[config.mk]
export PLATFORM = sky130hd
export DESIGN_NAME = unsigned_16by8_seq_div_flat
export DESIGN_NICKNAME = d
export VERILOG_FILES = /design/src/rtl/unsigned_16by8_seq_div_pkg.sv /design/src/rtl/unsigned_16by8_seq_div_if.sv /design/src/rtl/unsigned_16by8_seq_div_step.sv /design/src/rtl/unsigned_16by8_seq_div.sv /design/src/flat_wrapper.sv
export SDC_FILE = /design/constraint.sdc
export NUM_CORES = 1
export LEC_CHECK = 0
export CORE_ASPECT_RATIO = 0.7
export CORE_UTILIZATION = 45
export DETAILED_ROUTE_END_ITERATION = 12
export PLACE_DENSITY = 0.81
export RECOVER_POWER = 100
export SLEW_MARGIN = 15
export SYNTH_ARGS = -nofsm -noshare
export SYNTH_HDL_FRONTEND = slang
export SYNTH_SLANG_ARGS = --single-unit
[constraint.sdc]
create_clock -name clk -period 5.8 [get_ports clk]
set_input_delay 1.16 -clock clk [delete_from_list [all_inputs] [get_ports clk]]
set_output_delay 1.16 -clock clk [all_outputs]
set_load 0.02 [all_outputs]
[src/rtl/unsigned_16by8_seq_div_pkg.sv]
// Shared types, default widths and a behavioural reference for the sequential divider.
package unsigned_16by8_seq_div_pkg;

    localparam int DW_N_DEF = 16;
    localparam int DW_D_DEF = 8;

    typedef enum logic [1:0] {IDLE, RUN, DONE} state_t;

    typedef struct packed {
        logic [DW_N_DEF-1:0] q;
        logic [DW_D_DEF-1:0] r;
        logic                dbz;
    } div_res_t;

    // Divide-by-zero convention: all-ones quotient, zero remainder, flag set.
    function automatic div_res_t div_ref(input logic [DW_N_DEF-1:0] n,
                                         input logic [DW_D_DEF-1:0] d);
        div_res_t res;
        if (d == '0) begin
            res.q   = '1;
            res.r   = '0;
            res.dbz = 1'b1;
        end else begin
            res.q   = n / DW_N_DEF'(d);
            res.r   = DW_D_DEF'(n % DW_N_DEF'(d));
            res.dbz = 1'b0;
        end
        return res;
    endfunction

endpackage

[src/rtl/unsigned_16by8_seq_div_if.sv]
// Operand/result valid-ready bus; master is the client, slave is the divider.
interface unsigned_16by8_seq_div_if #(
    parameter int DW_N = 16,
    parameter int DW_D = 8
);
    logic            in_valid;
    logic            in_ready;
    logic [DW_N-1:0] dividend;
    logic [DW_D-1:0] divisor;
    logic            out_valid;
    logic            out_ready;
    logic [DW_N-1:0] quotient;
    logic [DW_D-1:0] remainder;
    logic            div_by_zero;

    modport master (
        output in_valid, dividend, divisor, out_ready,
        input  in_ready, out_valid, quotient, remainder, div_by_zero
    );

    modport slave (
        input  in_valid, dividend, divisor, out_ready,
        output in_ready, out_valid, quotient, remainder, div_by_zero
    );
endinterface

[src/rtl/unsigned_16by8_seq_div_step.sv]
// One restoring-division iteration: shift in a dividend bit, trial-subtract the divisor.
module div_restore_step #(
    parameter int DW_D = 8
) (
    input  logic [DW_D:0]   i_prem,
    input  logic            i_msb,
    input  logic [DW_D-1:0] i_divisor,
    output logic [DW_D:0]   o_prem,
    output logic            o_qbit
);
    logic [DW_D+1:0] w_diff;

    // Extra top bit acts as the borrow: set means the trial went negative.
    assign w_diff = {i_prem, i_msb} - {2'b00, i_divisor};
    assign o_qbit = ~w_diff[DW_D+1];
    assign o_prem = o_qbit ? w_diff[DW_D:0] : {i_prem[DW_D-1:0], i_msb};

endmodule

[src/rtl/unsigned_16by8_seq_div.sv]
// Iterative restoring unsigned divider, one quotient bit per clock, valid/ready on both sides.
module unsigned_16by8_seq_div
    import unsigned_16by8_seq_div_pkg::*;
#(
    parameter int DW_N = DW_N_DEF,
    parameter int DW_D = DW_D_DEF
) (
    input  logic                     clk,
    input  logic                     rst_n,
    unsigned_16by8_seq_div_if.slave  bus
);
    localparam int CW = $clog2(DW_N + 1);

    state_t          r_state;
    logic [CW-1:0]   r_cnt;
    logic [DW_N-1:0] r_dvd;
    logic [DW_D-1:0] r_dvs;
    logic [DW_D:0]   r_prem;
    logic [DW_N-1:0] r_quo;
    logic [DW_D-1:0] r_rem;
    logic            r_dbz;
    logic            r_in_ready;
    logic            r_out_valid;

    logic [DW_D:0]   w_prem;
    logic            w_qbit;

    div_restore_step #(.DW_D(DW_D)) u_step (
        .i_prem    (r_prem),
        .i_msb     (r_dvd[DW_N-1]),
        .i_divisor (r_dvs),
        .o_prem    (w_prem),
        .o_qbit    (w_qbit)
    );

    always_ff @(posedge clk or negedge rst_n) begin
        if (!rst_n) begin
            r_state     <= IDLE;
            r_cnt       <= '0;
            r_dvd       <= '0;
            r_dvs       <= '0;
            r_prem      <= '0;
            r_quo       <= '0;
            r_rem       <= '0;
            r_dbz       <= 1'b0;
            r_in_ready  <= 1'b1;
            r_out_valid <= 1'b0;
        end else begin
            case (r_state)
                IDLE: begin
                    if (bus.in_valid) begin
                        r_in_ready <= 1'b0;
                        if (bus.divisor == '0) begin
                            r_quo       <= '1;
                            r_rem       <= '0;
                            r_dbz       <= 1'b1;
                            r_out_valid <= 1'b1;
                            r_state     <= DONE;
                        end else begin
                            r_dvd   <= bus.dividend;
                            r_dvs   <= bus.divisor;
                            r_prem  <= '0;
                            r_quo   <= '0;
                            r_dbz   <= 1'b0;
                            r_cnt   <= CW'(DW_N);
                            r_state <= RUN;
                        end
                    end
                end
                RUN: begin
                    r_prem <= w_prem;
                    r_dvd  <= r_dvd << 1;
                    r_quo  <= {r_quo[DW_N-2:0], w_qbit};
                    r_cnt  <= r_cnt - 1'b1;
                    // Count of 1 means this edge commits the last quotient bit.
                    if (r_cnt == CW'(1)) begin
                        r_rem       <= w_prem[DW_D-1:0];
                        r_out_valid <= 1'b1;
                        r_state     <= DONE;
                    end
                end
                DONE: begin
                    if (bus.out_ready) begin
                        r_out_valid <= 1'b0;
                        r_in_ready  <= 1'b1;
                        r_state     <= IDLE;
                    end
                end
                default: r_state <= IDLE;
            endcase
        end
    end

    assign bus.in_ready    = r_in_ready;
    assign bus.out_valid   = r_out_valid;
    assign bus.quotient    = r_quo;
    assign bus.remainder   = r_rem;
    assign bus.div_by_zero = r_dbz;

endmodule

[src/flat_wrapper.sv]
// flat-port wrapper written by rule: the top's interface ports become plain ports
module unsigned_16by8_seq_div_flat import unsigned_16by8_seq_div_pkg::*;
#(
    parameter int DW_N = DW_N_DEF,
    parameter int DW_D = DW_D_DEF
)
  (clk, rst_n, bus_in_valid, bus_dividend, bus_divisor, bus_out_ready, bus_in_ready, bus_out_valid, bus_quotient, bus_remainder, bus_div_by_zero);
  unsigned_16by8_seq_div_if #(.DW_N(DW_N), .DW_D(DW_D)) bus_i ();
  input  logic clk;
  input  logic rst_n;
  input wire logic [$bits(bus_i.in_valid)-1:0] bus_in_valid;
  input wire logic [$bits(bus_i.dividend)-1:0] bus_dividend;
  input wire logic [$bits(bus_i.divisor)-1:0] bus_divisor;
  input wire logic [$bits(bus_i.out_ready)-1:0] bus_out_ready;
  output wire logic [$bits(bus_i.in_ready)-1:0] bus_in_ready;
  output wire logic [$bits(bus_i.out_valid)-1:0] bus_out_valid;
  output wire logic [$bits(bus_i.quotient)-1:0] bus_quotient;
  output wire logic [$bits(bus_i.remainder)-1:0] bus_remainder;
  output wire logic [$bits(bus_i.div_by_zero)-1:0] bus_div_by_zero;
  assign bus_i.in_valid = bus_in_valid;
  assign bus_i.dividend = bus_dividend;
  assign bus_i.divisor = bus_divisor;
  assign bus_i.out_ready = bus_out_ready;
  assign bus_in_ready = bus_i.in_ready;
  assign bus_out_valid = bus_i.out_valid;
  assign bus_quotient = bus_i.quotient;
  assign bus_remainder = bus_i.remainder;
  assign bus_div_by_zero = bus_i.div_by_zero;
  unsigned_16by8_seq_div #(.DW_N(DW_N), .DW_D(DW_D)) u_core (.clk(clk), .rst_n(rst_n), .bus(bus_i));
endmodule
After elaboration in Yosys (flattened, before gate mapping)
Index checks and enable logic that the tools add are counted.
{"block": "totals", "regBits": 67, "input_bits": 28, "word_cells": 66}
{"block": "classes", "n_addsub": 2, "eq_ne": 8, "mux": 31, "bitwise_logic": 2, "n_reduce_logical": 13}
{"operator": "$mux W16", "count": 4}
{"operator": "$pmux W16 S2", "count": 2}
{"operator": "$mux W9", "count": 3}
{"operator": "$mux W8", "count": 3}
{"operator": "$pmux W9 S2", "count": 1}
{"operator": "$pmux W8 S2", "count": 1}
{"operator": "$reduce_and A3 Y1", "count": 4}
{"operator": "$mux W5", "count": 2}
{"operator": "$pmux W5 S2", "count": 1}
{"operator": "$sub A10 B8 Y10", "count": 1}
{"operator": "$logic_not A8 Y1", "count": 1}
{"operator": "$mux W2", "count": 4}
{"operator": "$mux W1", "count": 7}
{"operator": "$ne A2 B2 Y1 const B", "count": 3}
{"operator": "$pmux W2 S3", "count": 1}
{"operator": "$eq A5 B1 Y1 const B", "count": 1}
{"operator": "$reduce_and A5 Y1", "count": 1}
{"operator": "$sub A5 B1 Y5 const B", "count": 1}
{"operator": "$ne A2 B1 Y1 const B", "count": 2}
{"operator": "$reduce_and A2 Y1", "count": 2}
{"operator": "$reduce_and A4 Y1", "count": 1}
{"operator": "$reduce_bool A2 Y1", "count": 2}
{"operator": "$pmux W1 S3", "count": 1}
{"operator": "$reduce_bool A3 Y1", "count": 1}
{"operator": "other kinds (5)", "count": 6}

Logic depth before layout (Yosys ltp)
{"block": "depth", "ltp_word": 4, "ltp_mapped": 9}

By module
A second synthesis with hierarchy kept.
{"block": "hier_totals", "cells_unflattened": 303, "area_unflattened_um2": 3333.2}
{"mod": "unsigned_16by8_seq_div", "instances": 1, "cells_each": 236, "area_each_um2": 2805.2, "seq_area_each_um2": 1677.9}
{"mod": "div_restore_step", "instances": 1, "cells_each": 67, "area_each_um2": 528.0, "seq_area_each_um2": 0.0}

Worst setup path before layout
OpenSTA, ideal clock, no wires.
{"block": "synth_timing", "path_type": "input -> register", "from": "input bus_divisor[7]", "to": "register u_core.r_quo[10], in the netlist u_core.bus.quotient[10]", "setup_ps": 77, "arrival_ps": 2286, "t_required_ps": 5723, "slack_ps": 3437, "path_stages": 7, "n_path_buf": 3, "path_cell_list": "nor4_1 > and2_1 > buf_2 > a21boi_4 > buf_2 > buf_2 > a21oi_1"}
{"block": "synth_via", "elab_chain_cells": 4}
{"item": "start, declared", "line": "flat_wrapper.sv:13", "text": "input wire logic [$bits(bus_i.divisor)-1:0] bus_divisor;"}
{"item": "$logic_not A8 Y1", "line": "unsigned_16by8_seq_div.sv:53", "text": "if (bus.divisor == '0) begin"}
{"item": "$mux W16", "line": "unsigned_16by8_seq_div.sv:53"}
{"item": "$mux W16", "line": "unsigned_16by8_seq_div.sv:51", "text": "if (bus.in_valid) begin"}
{"item": "$pmux W16 S2", "line": "unsigned_16by8_seq_div.sv:49", "text": "case (r_state)"}
{"item": "end signal, assigned", "line": "unsigned_16by8_seq_div.sv:73", "text": "r_quo <= {r_quo[DW_N-2:0], w_qbit};"}
{"item": "end, declared", "line": "unsigned_16by8_seq_div.sv:19", "text": "logic [DW_N-1:0] r_quo;"}
Every way passes these cells. The select of a mux whose other input is x is not followed.
A chain may end at the register's enable or synchronous reset.

Final worst setup path
{"block": "layout_timing", "from": "input bus_in_valid", "to": "register u_core.r_dvd[3]"}
{"block": "layout_via", "elab_chain_cells": 2}
{"item": "start, declared", "line": "flat_wrapper.sv:11", "text": "input wire logic [$bits(bus_i.in_valid)-1:0] bus_in_valid;"}
{"item": "$ne A2 B2 Y1 (no line)"}
{"item": "$reduce_and A3 Y1 (no line)"}
{"item": "end signal, assigned", "line": "unsigned_16by8_seq_div.sv:60", "text": "r_dvd <= bus.dividend;"}
{"item": "end signal, assigned", "line": "unsigned_16by8_seq_div.sv:72", "text": "r_dvd <= r_dvd << 1;"}
{"item": "end, declared", "line": "unsigned_16by8_seq_div.sv:16", "text": "logic [DW_N-1:0] r_dvd;"}
Every way passes these cells.

==> out/qor.yml <==
status: "finished, violations left"
violations: "max-capacitance violations, max-slew violations"
area_growth_syn_to_layout_pct: 23.28
tns_ns: 0
antenna_found_initial: 0
grt_max_degree: 68
finalNonFillerCells: 508
die_area_um2: 7735
ys_top_cells_by_area: "dfrtp_1 (50%), nand2_1 (9.2%), nor2_1 (5.1%), ha_1 (3.8%), a21oi_1 (3.5%)"
drive_above_1_share: 0.08454
antenna_cells: 0
final_util: 0.5897
yosysUniqueCellTypes: 46
cts_setup_buffers: 0
worstPathRequired_ns: 5.95
io_buffer_count: 54
crit_chain: "dlygate4sd3_1 -> nor2_1 -> nor2_4 -> a21boi_4 -> clkbuf_1 -> a31oi_1"
powerDensity_nw_per_um2: 665.8
grt_pass1_vias: 2458
track_usage: 0.1964
die_width_um: 104.7
finalHoldViolations: 0
syn_area_um2: 3322
vdd_drop_max_mv: 0.3108
rsz0062_at_grt: "false"
syn_inst: 357
first_iter_violations: 145
core_area_um2: 6944
viasPerCell: 5.240
max_slew_margin: -0.2012
placed_area_um2: 3894
yosysMostFrequentCell: "nand2_1"
drv_cap: 1
ys_top_cells_by_count: "nand2_1 (81), dfrtp_1 (66), nor2_1 (45)"
synth_enable_flop_cells: 0
dpl.hpwl_mm: 4.872
cpPeakStageDelay_ns: 1.02
synth_async_sr_flop_share: 1.000
drt_wl_total_mm: 7.073
worstMarginPinSlew_ns: 1.788
ys_warn_count: 0
clk_pin_slew_worst_paths_ns: 0.07
vias: 2662
fin_crit_sh: 0.6448
cts-root-buf: "clkbuf_8"
grt_overflow_total: 0
syn_nets: 396
setup_viol: 0
start_kind: "input port"
slowest_stage: "clkbuf_1"
cp_data_arrival_time_ns: 3.89
syn_avg_cell_area_um2: 9.305
crit_fanout: 35
netlist.area_leader.share: 0.4972
avgRoutedWirePerCell_um: 13.92
drtAntennaViolNets: 0
grt_pass1_wl_mm: 11.61
worstSetupEndpointType: "flip-flop"
synth-seq-area-share: 0.5051
hold_path.class: "reg -> reg"
slew_viol_final: 18
clkSinkCount: 67
worst-setup-path-type: "in -> reg"
cts_hold_buf: 0
max-clock-path-buffers: 2
p_leak_uw: 0.001875
cts_tree: "yes"
synth_top_area_cell: "dfrtp_1"
synth_flop_cell: "dfrtp_1"
fmax_ghz: 0.2674
ios: 55
finClkSkew_ns: 0.01002
drtPass1Iterations: 7
placedCellCount: 491
drc: 0
ys_ff_latch: 67
fp.dieH_um: 73.89
place_ws_ns: 2.075
rows: 25
gp_congestion: 0.8578
clock_latency_ns: 0.35
final_area_um2: 4095
cts_inserted_buffers: 9
start_util: 0.4784
htree_levels: 3
setup_slack_ns: 2.060
ctsResizeCount: 0
layout.nets: 448
min_period_ns: 3.740
-- report_power, final --
part	internal, µW	total, µW	leakage (µW)	switching [µW]
logic	620	1450	0.000950	830
registers	698	847	0.000818	149
clock network	243	431	0.000106	188
-- per-layer routing --
layer | vias to the layer above | GRT usage | share of wire
met5 | - | 0 | 0
met4 | 0 | 0.07512 | 0.014
met3 | 10 | 0.05235 | 0.049
met2 | 67 | 0.3017 | 0.44
met1 | 1264 | 0.2692 | 0.50
li1 | 1321 | - | -
-- worst max-delay path, delay by kind of cell --
family,cells,cell delay (ns)
AOI/OAI and AO/OA,2,0.69
buffers and inverters,2,1.63
and+or+nand+nor,2,0.41
-- kinds of logic after synthesis --
group                    count (synthesis)  share of synthesized area
AO/OA/AOI/OAI                           88                     0.1699
AND/OR/NAND/NOR                        145                     0.1804
adder cells (fa/ha/maj)                 11                    0.04369
buffers and inverters                   29                    0.04369
multiplexers                             8                    0.02787
flip-flops                              67                     0.5051
XOR/XNOR                                 9                    0.02938
-- flip-flops by register name (all words and copies together), names as in the netlist --
| signal | count |
|---|---|
| u_core.r_state | 2 |
| u_core.bus.out_valid | 1 |
| u_core.r_dvd | 16 |
| u_core.r_prem | 9 |
| u_core.bus.remainder | 8 |
| u_core.bus.quotient | 16 |
| u_core.r_cnt | 5 |
| u_core.r_dvs | 8 |
| u_core.bus.in_ready | 1 |
| u_core.bus.div_by_zero | 1 |
-- stage by stage --
step / total power [µW] / hold slack [ns]
2_1_floorplan: 1974 / 0.4700
3_3_place_gp: 2306 / 0.4832
3_5_place_dp: 2365 / 0.4743
4_1_cts: 2798 / 0.4949
5_1_grt: 2932 / 0.5372
6_report: 2727 / 0.4979
-- cell type report --
type                            count  area [µm²]
Clock buffer                       10       127.6
Clock inverter                      6       90.09
Fill cell                         642        2849
Inverter                           13       48.80
Multi-Input combinational cell    261        1479
Sequential cell                    67        1678
Tap cell                           94       117.6
Timing Repair Buffer               57       554.3
-- path summary, 6_finish.rpt --
kind                                         start                      end  slack [ns]  cells after the start
min                        u_core.bus.remainder[1]  u_core.bus.remainder[1]        0.50                      2
max                                   bus_in_valid          u_core.r_dvd[3]        2.06                      6
max in group asynchronous                    rst_n         u_core.r_prem[2]        4.27                      2
min reg2reg                u_core.bus.remainder[1]  u_core.bus.remainder[1]        0.50                      2
min in group asynchronous                    rst_n         u_core.r_prem[7]        0.99                      2
max reg2reg                      u_core.r_state[1]  u_core.bus.remainder[2]        2.86                      4
-- layout by cell type, fill, tap and decap left out, types with 9 or more instances in the layout --
cell type and n:
dlygate4sd3_1 29, nor2_1 45, o21ai_0 25, a31oi_1 18, a21oi_1 24, inv_1 12, dfrtp_1 66, nand2_1 81
ha_1 10, clkdlybuf4s50_1 24, clkbuf_8 9
Power figures use the tool's default switching activity.
